### src/rtl/microc_pkg.sv
// microc_pkg: shared definitions for the microc control unit.
//   - 6-bit opcode encodings for every instruction the unit decodes
//   - ctrl_t: packed bundle of every datapath select/enable
//   - CTRL_NOP: control word for "PC <- PC+1, nothing written"
package microc_pkg;

  // ALU ops occupy the whole 000ooo group; only the top three bits identify it.
  localparam logic [5:0] OP_ALU   = 6'b000000;
  localparam logic [2:0] OP_ALU_G = 3'b000;
  localparam logic [5:0] OP_LI    = 6'b001000;
  localparam logic [5:0] OP_IN    = 6'b001001;
  localparam logic [5:0] OP_OUTR  = 6'b001010;
  localparam logic [5:0] OP_OUTI  = 6'b001011;
  localparam logic [5:0] OP_J     = 6'b010000;
  localparam logic [5:0] OP_JZ    = 6'b010001;
  localparam logic [5:0] OP_JNZ   = 6'b010010;
  localparam logic [5:0] OP_JR    = 6'b010011;
  localparam logic [5:0] OP_LNK   = 6'b011000;
  localparam logic [5:0] OP_RPTNZ = 6'b011001;
  localparam logic [5:0] OP_SKZ   = 6'b011010;
  localparam logic [5:0] OP_SKNZ  = 6'b011011;
  localparam logic [5:0] OP_NOP   = 6'b111111;

  typedef struct packed {
    logic       inc;
    logic       rel;
    logic       pc;
    logic       we_pc2;
    logic       we3;
    logic       wa3;
    logic       inm_alu;
    logic       io_alu;
    logic [2:0] op;
    logic       io_enable;
    logic       io;
    logic       inm_rd;
  } ctrl_t;

  // Only inc is set: sequential fetch, no writes anywhere.
  localparam ctrl_t CTRL_NOP = 14'b1_0_0_0_0_0_0_0_000_0_0_0;

  function automatic logic is_alu(input logic [5:0] opc);
    return opc[5:3] == OP_ALU_G;
  endfunction

endpackage

### src/rtl/uc_decode.sv
// uc_decode: combinational instruction decoder.
// Ports:
//   opcode  in  6  current instruction opcode
//   zflag   in  1  registered zero flag (conditionals never use live z)
//   ctrl    out    datapath control word
//   alu     out 1  instruction is an ALU op (zflag should capture z)
//   skip    out 1  skip instruction whose condition holds (arm annul)
//   illegal out 1  opcode is not in the instruction map
module uc_decode
  import microc_pkg::*;
(
  input  logic [5:0] opcode,
  input  logic       zflag,
  output ctrl_t      ctrl,
  output logic       alu,
  output logic       skip,
  output logic       illegal
);

  always_comb begin
    ctrl    = CTRL_NOP;
    alu     = 1'b0;
    skip    = 1'b0;
    illegal = 1'b0;
    if (is_alu(opcode)) begin
      ctrl.op  = opcode[2:0];
      ctrl.we3 = 1'b1;
      ctrl.wa3 = 1'b1;
      alu      = 1'b1;
    end else begin
      case (opcode)
        OP_LI: begin
          ctrl.we3     = 1'b1;
          ctrl.inm_alu = 1'b1;
          ctrl.wa3     = 1'b1;
        end
        OP_IN: begin
          // Destination comes from [7:4], so wa3 stays 0.
          ctrl.we3       = 1'b1;
          ctrl.io_alu    = 1'b1;
          ctrl.io_enable = 1'b1;
        end
        OP_OUTR: begin
          ctrl.io_enable = 1'b1;
          ctrl.io        = 1'b1;
          ctrl.inm_rd    = 1'b1;
        end
        OP_OUTI: begin
          ctrl.io_enable = 1'b1;
          ctrl.io        = 1'b1;
        end
        OP_J:     ctrl.inc = 1'b0;
        OP_JZ:    ctrl.inc = ~zflag;
        OP_JNZ:   ctrl.inc = zflag;
        OP_JR:    ctrl.rel = 1'b1;
        OP_LNK:   ctrl.we_pc2 = 1'b1;
        // PC2 select wins over the incrementer in the datapath, so inc stays 1.
        OP_RPTNZ: ctrl.pc = ~zflag;
        OP_SKZ:   skip = zflag;
        OP_SKNZ:  skip = ~zflag;
        OP_NOP:   ;
        default:  illegal = 1'b1;
      endcase
    end
  end

endmodule

### src/rtl/uc.sv
// uc: control unit for the microc datapath.
// Decodes opcode into every datapath select and keeps the sequential state:
// registered zero flag, skip/annul flag, sticky illegal-opcode flag and a
// retired-instruction counter.
// Ports:
//   clk, reset                     clock, synchronous active-high reset
//   opcode[5:0], z                 current opcode, live ALU zero
//   s_inc s_rel s_PC s_wePC2       PC path control
//   s_we3 s_WA3 s_inm_alu s_io_alu register-file write path
//   s_op[2:0]                      ALU operation
//   s_io_enable s_io s_inm_rd      I/O port access
//   zflag, err, icount             registered state
module uc
  import microc_pkg::*;
#(
  parameter int ICNT_W = 16
) (
  input  logic              clk,
  input  logic              reset,
  input  logic [5:0]        opcode,
  input  logic              z,
  output logic              s_inc,
  output logic              s_rel,
  output logic              s_PC,
  output logic              s_wePC2,
  output logic              s_we3,
  output logic              s_WA3,
  output logic              s_inm_alu,
  output logic              s_io_alu,
  output logic [2:0]        s_op,
  output logic              s_io_enable,
  output logic              s_io,
  output logic              s_inm_rd,
  output logic              zflag,
  output logic              err,
  output logic [ICNT_W-1:0] icount
);

  ctrl_t             dec_ctrl;
  ctrl_t             ctrl;
  logic              dec_alu;
  logic              dec_skip;
  logic              dec_illegal;
  logic              zflag_reg;
  logic              annul_reg;
  logic              err_reg;
  logic [ICNT_W-1:0] icount_reg;

  uc_decode u_decode (
    .opcode  (opcode),
    .zflag   (zflag_reg),
    .ctrl    (dec_ctrl),
    .alu     (dec_alu),
    .skip    (dec_skip),
    .illegal (dec_illegal)
  );

  // Reset and annulled cycles must not write anything in the datapath.
  assign ctrl = (reset || annul_reg) ? CTRL_NOP : dec_ctrl;

  assign s_inc       = ctrl.inc;
  assign s_rel       = ctrl.rel;
  assign s_PC        = ctrl.pc;
  assign s_wePC2     = ctrl.we_pc2;
  assign s_we3       = ctrl.we3;
  assign s_WA3       = ctrl.wa3;
  assign s_inm_alu   = ctrl.inm_alu;
  assign s_io_alu    = ctrl.io_alu;
  assign s_op        = ctrl.op;
  assign s_io_enable = ctrl.io_enable;
  assign s_io        = ctrl.io;
  assign s_inm_rd    = ctrl.inm_rd;

  assign zflag  = zflag_reg;
  assign err    = err_reg;
  assign icount = icount_reg;

  always_ff @(posedge clk) begin
    if (reset) begin
      zflag_reg  <= 1'b0;
      annul_reg  <= 1'b0;
      err_reg    <= 1'b0;
      icount_reg <= '0;
    end else if (annul_reg) begin
      // Annulled instruction: no side effects at all, and an annulled skip
      // cannot re-arm, so skipping never chains.
      annul_reg <= 1'b0;
    end else begin
      icount_reg <= icount_reg + ICNT_W'(1);
      annul_reg  <= dec_skip;
      if (dec_alu)     zflag_reg <= z;
      if (dec_illegal) err_reg   <= 1'b1;
    end
  end

endmodule

### config.mk
export PLATFORM = sky130hd
export DESIGN_NAME = uc
export DESIGN_NICKNAME = d
export VERILOG_FILES = /design/src/rtl/microc_pkg.sv /design/src/rtl/uc_decode.sv /design/src/rtl/uc.sv
export SDC_FILE = /design/constraint.sdc
export NUM_CORES = 1
export LEC_CHECK = 0
export CORE_ASPECT_RATIO = 0.9
export CORE_MARGIN = 2
export CORE_UTILIZATION = 48
export DETAILED_ROUTE_END_ITERATION = 8
export PLACE_DENSITY = 0.84
export SLEW_MARGIN = 25
export SYNTH_ARGS = -nofsm -noshare
export SYNTH_HDL_FRONTEND = slang
export SYNTH_HIERARCHICAL = 1
export SYNTH_SLANG_ARGS = --single-unit
### constraint.sdc
create_clock -name clk -period 2.4 [get_ports clk]
set_clock_uncertainty 0.1 [all_clocks]
set_input_delay 0.24 -clock clk [delete_from_list [all_inputs] [get_ports clk]]
set_output_delay 0.24 -clock clk [all_outputs]
set_load 0.02 [all_outputs]
Word level (Yosys, flattened, before mapping) --
Cells that the tools add are included.
Cells by class: reductions and logical operators 9, muxes and demuxes 20, bitwise gates (word level) 2, $add $sub $neg 1, equality and inequality tests 13
Operators by type and width (number):
- $eq A6 B5 Y1 const B | 8
- $eq A6 B4 Y1 const B | 4
- $add A16 B1 Y16 const B | 1
- $mux W14 | 1
- $reduce_or A13 Y1 | 1
- $mux W1 | 11
- $eq A6 B6 Y1 const B | 1
- $mux W2 | 3
- $mux W3 | 2
- $reduce_or A3 Y1 | 2
- $mux W4 | 1
- $reduce_and A2 Y1 | 2
- $reduce_or A2 Y1 | 2
- $logic_not A3 Y1 | 1
- $pmux W1 S3 | 1
- $not A1 Y1 | 2
- $pmux W1 S2 | 1
- $logic_or A1 B1 Y1 | 1
Word-level totals: flip-flop bits (word level) 19, bits of input ports 9, logic and storage cells 49, output and inout bits 32

Longest topological paths before layout --
depth in word-level cells 5, mapped depth 5, depth with buffers taken out 5

Modules after synthesis --
The synthesis kept the hierarchy.
By module, submodules not included:
- uc | cells an instance 106, instances 1, area each 965.9 µm², sequential area each 380.4 µm²
- uc_decode | cells an instance 32, instances 1, area each 211.5 µm², sequential area each 0.0 µm²

Least setup slack after synthesis --
Ideal clock, no wire load.
kind input port to output port, start point input port opcode[4], end point output port s_WA3, stages 4, arrival 1.313 ns, buffers on the path 1, slack 0.747 ns, path through or4b_1 -> buf_2 -> o31ai_4 -> and2_1
RTL lines:
- start: declaration | line uc.sv:20 | input logic [5:0] opcode,
- end: declaration | line uc.sv:27 | output logic s_WA3,

==> impl_metrics.xml <==
<?xml version="1.0" encoding="UTF-8"?>
<metrics>
  <group name="logic_synthesis">
    <metric name="synthCells" unit="">138</metric>
    <metric name="synth.distinct_cells" unit="">40</metric>
    <metric name="synth_seq_cells" unit="">19</metric>
    <metric name="netlist.top_cell.by_area" unit="">sky130_fd_sc_hd__dfxtp_1</metric>
    <metric name="synth_nets" unit="">148</metric>
    <metric name="synth_area" unit="µm²">1180</metric>
    <metric name="synthTopCellsByCount" unit="">sky130_fd_sc_hd__nor2_1 (21), sky130_fd_sc_hd__dfxtp_1 (19), sky130_fd_sc_hd__and2_1 (16)</metric>
    <metric name="ys.flop_type" unit="">sky130_fd_sc_hd__dfxtp_1</metric>
    <metric name="synth_async_sr_flop_share" unit="">0</metric>
    <metric name="ys_top_cells_by_area" unit="">sky130_fd_sc_hd__dfxtp_1 (32%), sky130_fd_sc_hd__and2_1 (8.5%), sky130_fd_sc_hd__nor2_1 (6.7%)</metric>
    <metric name="ys_warn_count" unit="">6</metric>
    <metric name="synth-seq-area-share" unit="">0.323</metric>
    <metric name="edff_count_synth" unit="">0</metric>
    <metric name="area_share_of_the_leading_cell_type_in_the_synthesized_netlist" unit="">0.323</metric>
    <metric name="yosysMostFrequentCell" unit="">sky130_fd_sc_hd__nor2_1</metric>
    <metric name="synth.avg_cell_area" unit="µm²">8.53</metric>
  </group>
  <group name="global_route">
    <metric name="overflow" unit="">0</metric>
    <metric name="grt_util_all_layers" unit="">0.205</metric>
    <metric name="grt_start_max_net_pins" unit="">20</metric>
    <metric name="grt_pass1_vias" unit="">1073</metric>
    <metric name="grt_antenna_before_repair" unit="">0</metric>
    <metric name="grt_pass1_wl" unit="mm">4.64</metric>
  </group>
  <group name="sta">
    <metric name="worst-slew-pin-transition" unit="ns">0.357</metric>
    <metric name="timing.final.max_slew_violations" unit="">0</metric>
    <metric name="hold_violation_total_from_the_final_report" unit="">0</metric>
    <metric name="final.min_clock_period" unit="ns">2.29</metric>
    <metric name="setup_violations" unit="">0</metric>
    <metric name="worst_hold_margin" unit="ns">0.395</metric>
    <metric name="fmax" unit="GHz">0.437</metric>
    <metric name="slew_headroom" unit="">0.761</metric>
    <metric name="grt_setup_unrepaired" unit="">false</metric>
    <metric name="finalCritPeriodShare" unit="">0.954</metric>
    <metric name="final.setup.tns" unit="ns">0</metric>
  </group>
  <group name="final_layout">
    <metric name="layout.nets" unit="">196</metric>
    <metric name="layout-drive-gt1-share" unit="">0.151</metric>
    <metric name="postLayoutCellArea" unit="µm²">1690</metric>
    <metric name="utilization" unit="">0.708</metric>
    <metric name="max_ffs_per_register" unit="">16</metric>
    <metric name="area_growth" unit="%">43.3</metric>
    <metric name="antenna_cells" unit="">0</metric>
  </group>
  <group name="clock_tree">
    <metric name="post-cts-setup-buffer-count" unit="">0</metric>
    <metric name="postCtsHoldBufs" unit="">0</metric>
    <metric name="cts_htree_levels" unit="">1</metric>
    <metric name="tritoncts_clock_tree" unit="">yes</metric>
    <metric name="clk_transition_reported_paths" unit="ns">0.09</metric>
    <metric name="tritoncts_num_sinks" unit="">19</metric>
    <metric name="cts-buffers-inserted" unit="">3</metric>
    <metric name="ctsRootBufferMaster" unit="">sky130_fd_sc_hd__clkbuf_4</metric>
    <metric name="worst_skew_pair.late_latency" unit="ns">0.30</metric>
    <metric name="cts_buffer_depth" unit="">2</metric>
  </group>
  <group name="worst_setup_path">
    <metric name="cp_slowest_stage_delay" unit="ns">0.47</metric>
    <metric name="critical_path.max_fanout" unit="">5</metric>
    <metric name="startpoint_type" unit="">input pin</metric>
    <metric name="r2r_slack" unit="ns">0.78</metric>
    <metric name="critPathRequiredTime" unit="ns">2.06</metric>
    <metric name="cpMaxStageDelayCell" unit="">sky130_fd_sc_hd__or3_1</metric>
    <metric name="critPathTopFamily" unit="">buffers and inverters</metric>
    <metric name="critPathKind" unit="">input pin to primary output</metric>
    <metric name="timing.critical_path.to_type" unit="">primary output</metric>
    <metric name="crit_arrival" unit="ns">1.95</metric>
    <metric name="critical_path.n_buffers_inverters" unit="">4</metric>
    <metric name="timing.critical_path.cells" unit="">clkdlybuf4s50_1 -&gt; buf_4 -&gt; or3_1 -&gt; inv_2 -&gt; and2_1 -&gt; and2_1 -&gt; dlygate4sd2_1</metric>
    <metric name="most_used_cell_along_the_critical_path" unit="">sky130_fd_sc_hd__and2_1</metric>
  </group>
  <group name="power">
    <metric name="switching_power" unit="mW">0.158</metric>
    <metric name="power_frac_seq" unit="">0.558</metric>
    <metric name="vdd_ir_drop_max" unit="mV">0.407</metric>
    <metric name="comb_power_share" unit="">0.174</metric>
    <metric name="netSwitchingFraction" unit="">0.267</metric>
    <metric name="power_density" unit="nW/µm²">352</metric>
    <metric name="clock_power_share" unit="">0.268</metric>
    <metric name="p_leak" unit="nW">0.793</metric>
    <metric name="p_int" unit="mW">0.435</metric>
  </group>
  <group name="status">
    <metric name="status" unit="">finished clean</metric>
  </group>
  <group name="routing">
    <metric name="dr_total_vias" unit="">1121</metric>
    <metric name="dr.pass1.iters" unit="">4</metric>
    <metric name="drt_first_iter_violations" unit="">18</metric>
    <metric name="drc" unit="">0</metric>
    <metric name="routed_via_density" unit="">5.26</metric>
    <metric name="routed_wire_length_per_instance" unit="µm">13.2</metric>
    <metric name="postRouteWirelength" unit="mm">2.82</metric>
    <metric name="antenna_left" unit="">0</metric>
  </group>
  <group name="floorplan">
    <metric name="fp.dieW" unit="µm">56.2</metric>
    <metric name="start_util" unit="">0.494</metric>
    <metric name="std_cell_rows" unit="">17</metric>
    <metric name="coreArea" unit="µm²">2380</metric>
    <metric name="pin_count" unit="">41</metric>
    <metric name="die_height" unit="µm">51.0</metric>
    <metric name="die_area" unit="µm²">2870</metric>
  </group>
  <group name="hold_path">
    <metric name="worst_hold_path_type" unit="">flip-flop to flip-flop</metric>
  </group>
  <group name="run">
    <metric name="drv_cap" unit="">0</metric>
  </group>
  <group name="placement">
    <metric name="port-buffer-count" unit="">40</metric>
    <metric name="dpl-instance-area" unit="µm²">1660</metric>
    <metric name="dpl.hpwl" unit="mm">2.27</metric>
    <metric name="routability_congestion_estimate" unit="">0.872</metric>
  </group>
</metrics>
[layout make-up]
class,instances,area (µm²)
Clock inverter,1,5.00
Multi-Input combinational cell,106,751
Timing Repair Buffer,50,470
Tap cell,28,35.0
Fill cell,202,696
Inverter,6,22.5
Clock buffer,3,22.5
Sequential cell,19,380
[stage by stage]
step	setup slack, ns	power [mW]	cells
after floorplan	0.747	0.388	138
after global placement	-0.166	0.438	209
after detailed placement	-0.172	0.442	209
after CTS	0.0271	0.598	213
after global routing	0.0161	0.621	213
final	0.111	0.593	213
[layer usage]
metal	wire length, µm	share of wire	global-route usage
met2	1430	0.51	0.369
met1	1270	0.45	0.241
met3	73	0.026	0.0506
met5	0	0	0
met4	37	0.013	0.0595
[kinds of logic after synthesis]
| logic type | after synthesis | synth area share |
|---|---|---|
| multiplexers | 3 | 0.0298 |
| flip-flops | 19 | 0.323 |
| XOR/XNOR | 11 | 0.0818 |
| adder cells (fa/ha/maj) | 1 | 0.0106 |
| buffers and inverters | 13 | 0.0446 |
| AO/OA/AOI/OAI | 15 | 0.0903 |
| AND/OR/NAND/NOR | 76 | 0.420 |
[path summary, 6_finish.rpt]
path,start,end,cells after the start
worst max register to register,icount[0]$_SDFFE_PP0N_,icount[12]$_SDFFE_PP0N_,5
worst min register to register,err$_SDFFE_PP0P_,err$_SDFFE_PP0P_,2
worst max-delay path,opcode[3],s_op[2],7
worst min-delay path,err$_SDFFE_PP0P_,err$_SDFFE_PP0P_,2
[placed cells by master, fill, tap and decap left out, types with 2 or more instances in the layout]
| cell | count |
|---|---|
| sky130_fd_sc_hd__nor3_2 | 2 |
| sky130_fd_sc_hd__clkdlybuf4s50_1 | 26 |
| sky130_fd_sc_hd__xor2_1 | 3 |
| sky130_fd_sc_hd__a31o_2 | 2 |
| sky130_fd_sc_hd__mux2i_1 | 2 |
| sky130_fd_sc_hd__dlygate4sd2_1 | 10 |
| sky130_fd_sc_hd__xnor2_1 | 8 |
| sky130_fd_sc_hd__dlymetal6s2s_1 | 3 |
| sky130_fd_sc_hd__nor2b_1 | 2 |
| sky130_fd_sc_hd__nor2_1 | 21 |
| sky130_fd_sc_hd__buf_4 | 10 |
| sky130_fd_sc_hd__inv_1 | 5 |
| sky130_fd_sc_hd__o21ai_0 | 3 |
| sky130_fd_sc_hd__clkbuf_4 | 3 |
| sky130_fd_sc_hd__a21oi_1 | 5 |
| sky130_fd_sc_hd__nor3_1 | 6 |
| sky130_fd_sc_hd__nand2_1 | 7 |
| sky130_fd_sc_hd__or3_1 | 4 |
| sky130_fd_sc_hd__dfxtp_1 | 19 |
| sky130_fd_sc_hd__nand3_1 | 2 |
| sky130_fd_sc_hd__nand4_1 | 4 |
| sky130_fd_sc_hd__and2_1 | 16 |
[power by group through the flow]
stage               clock, mW  combinational, mW  sequential [mW]
detailed placement          0              0.104            0.338
global route            0.177              0.111            0.332
finish                  0.159              0.103            0.331
floorplan                   0             0.0433            0.345
CTS                     0.164              0.103            0.331
global placement            0              0.100            0.338
[tightest hold or removal path, delay by kind of cell (launching register included)]
family          cells  cell delay [ns]
simple gates        1             0.08
compound gates      1             0.04
flops               1             0.34
[repair_timing]
item                                    4_1_cts  5_1_grt
gates resized for setup                      12        4
endpoints found under the setup margin       12        4
gates cloned                                  0        0
Power figures use the tool's default switching activity.
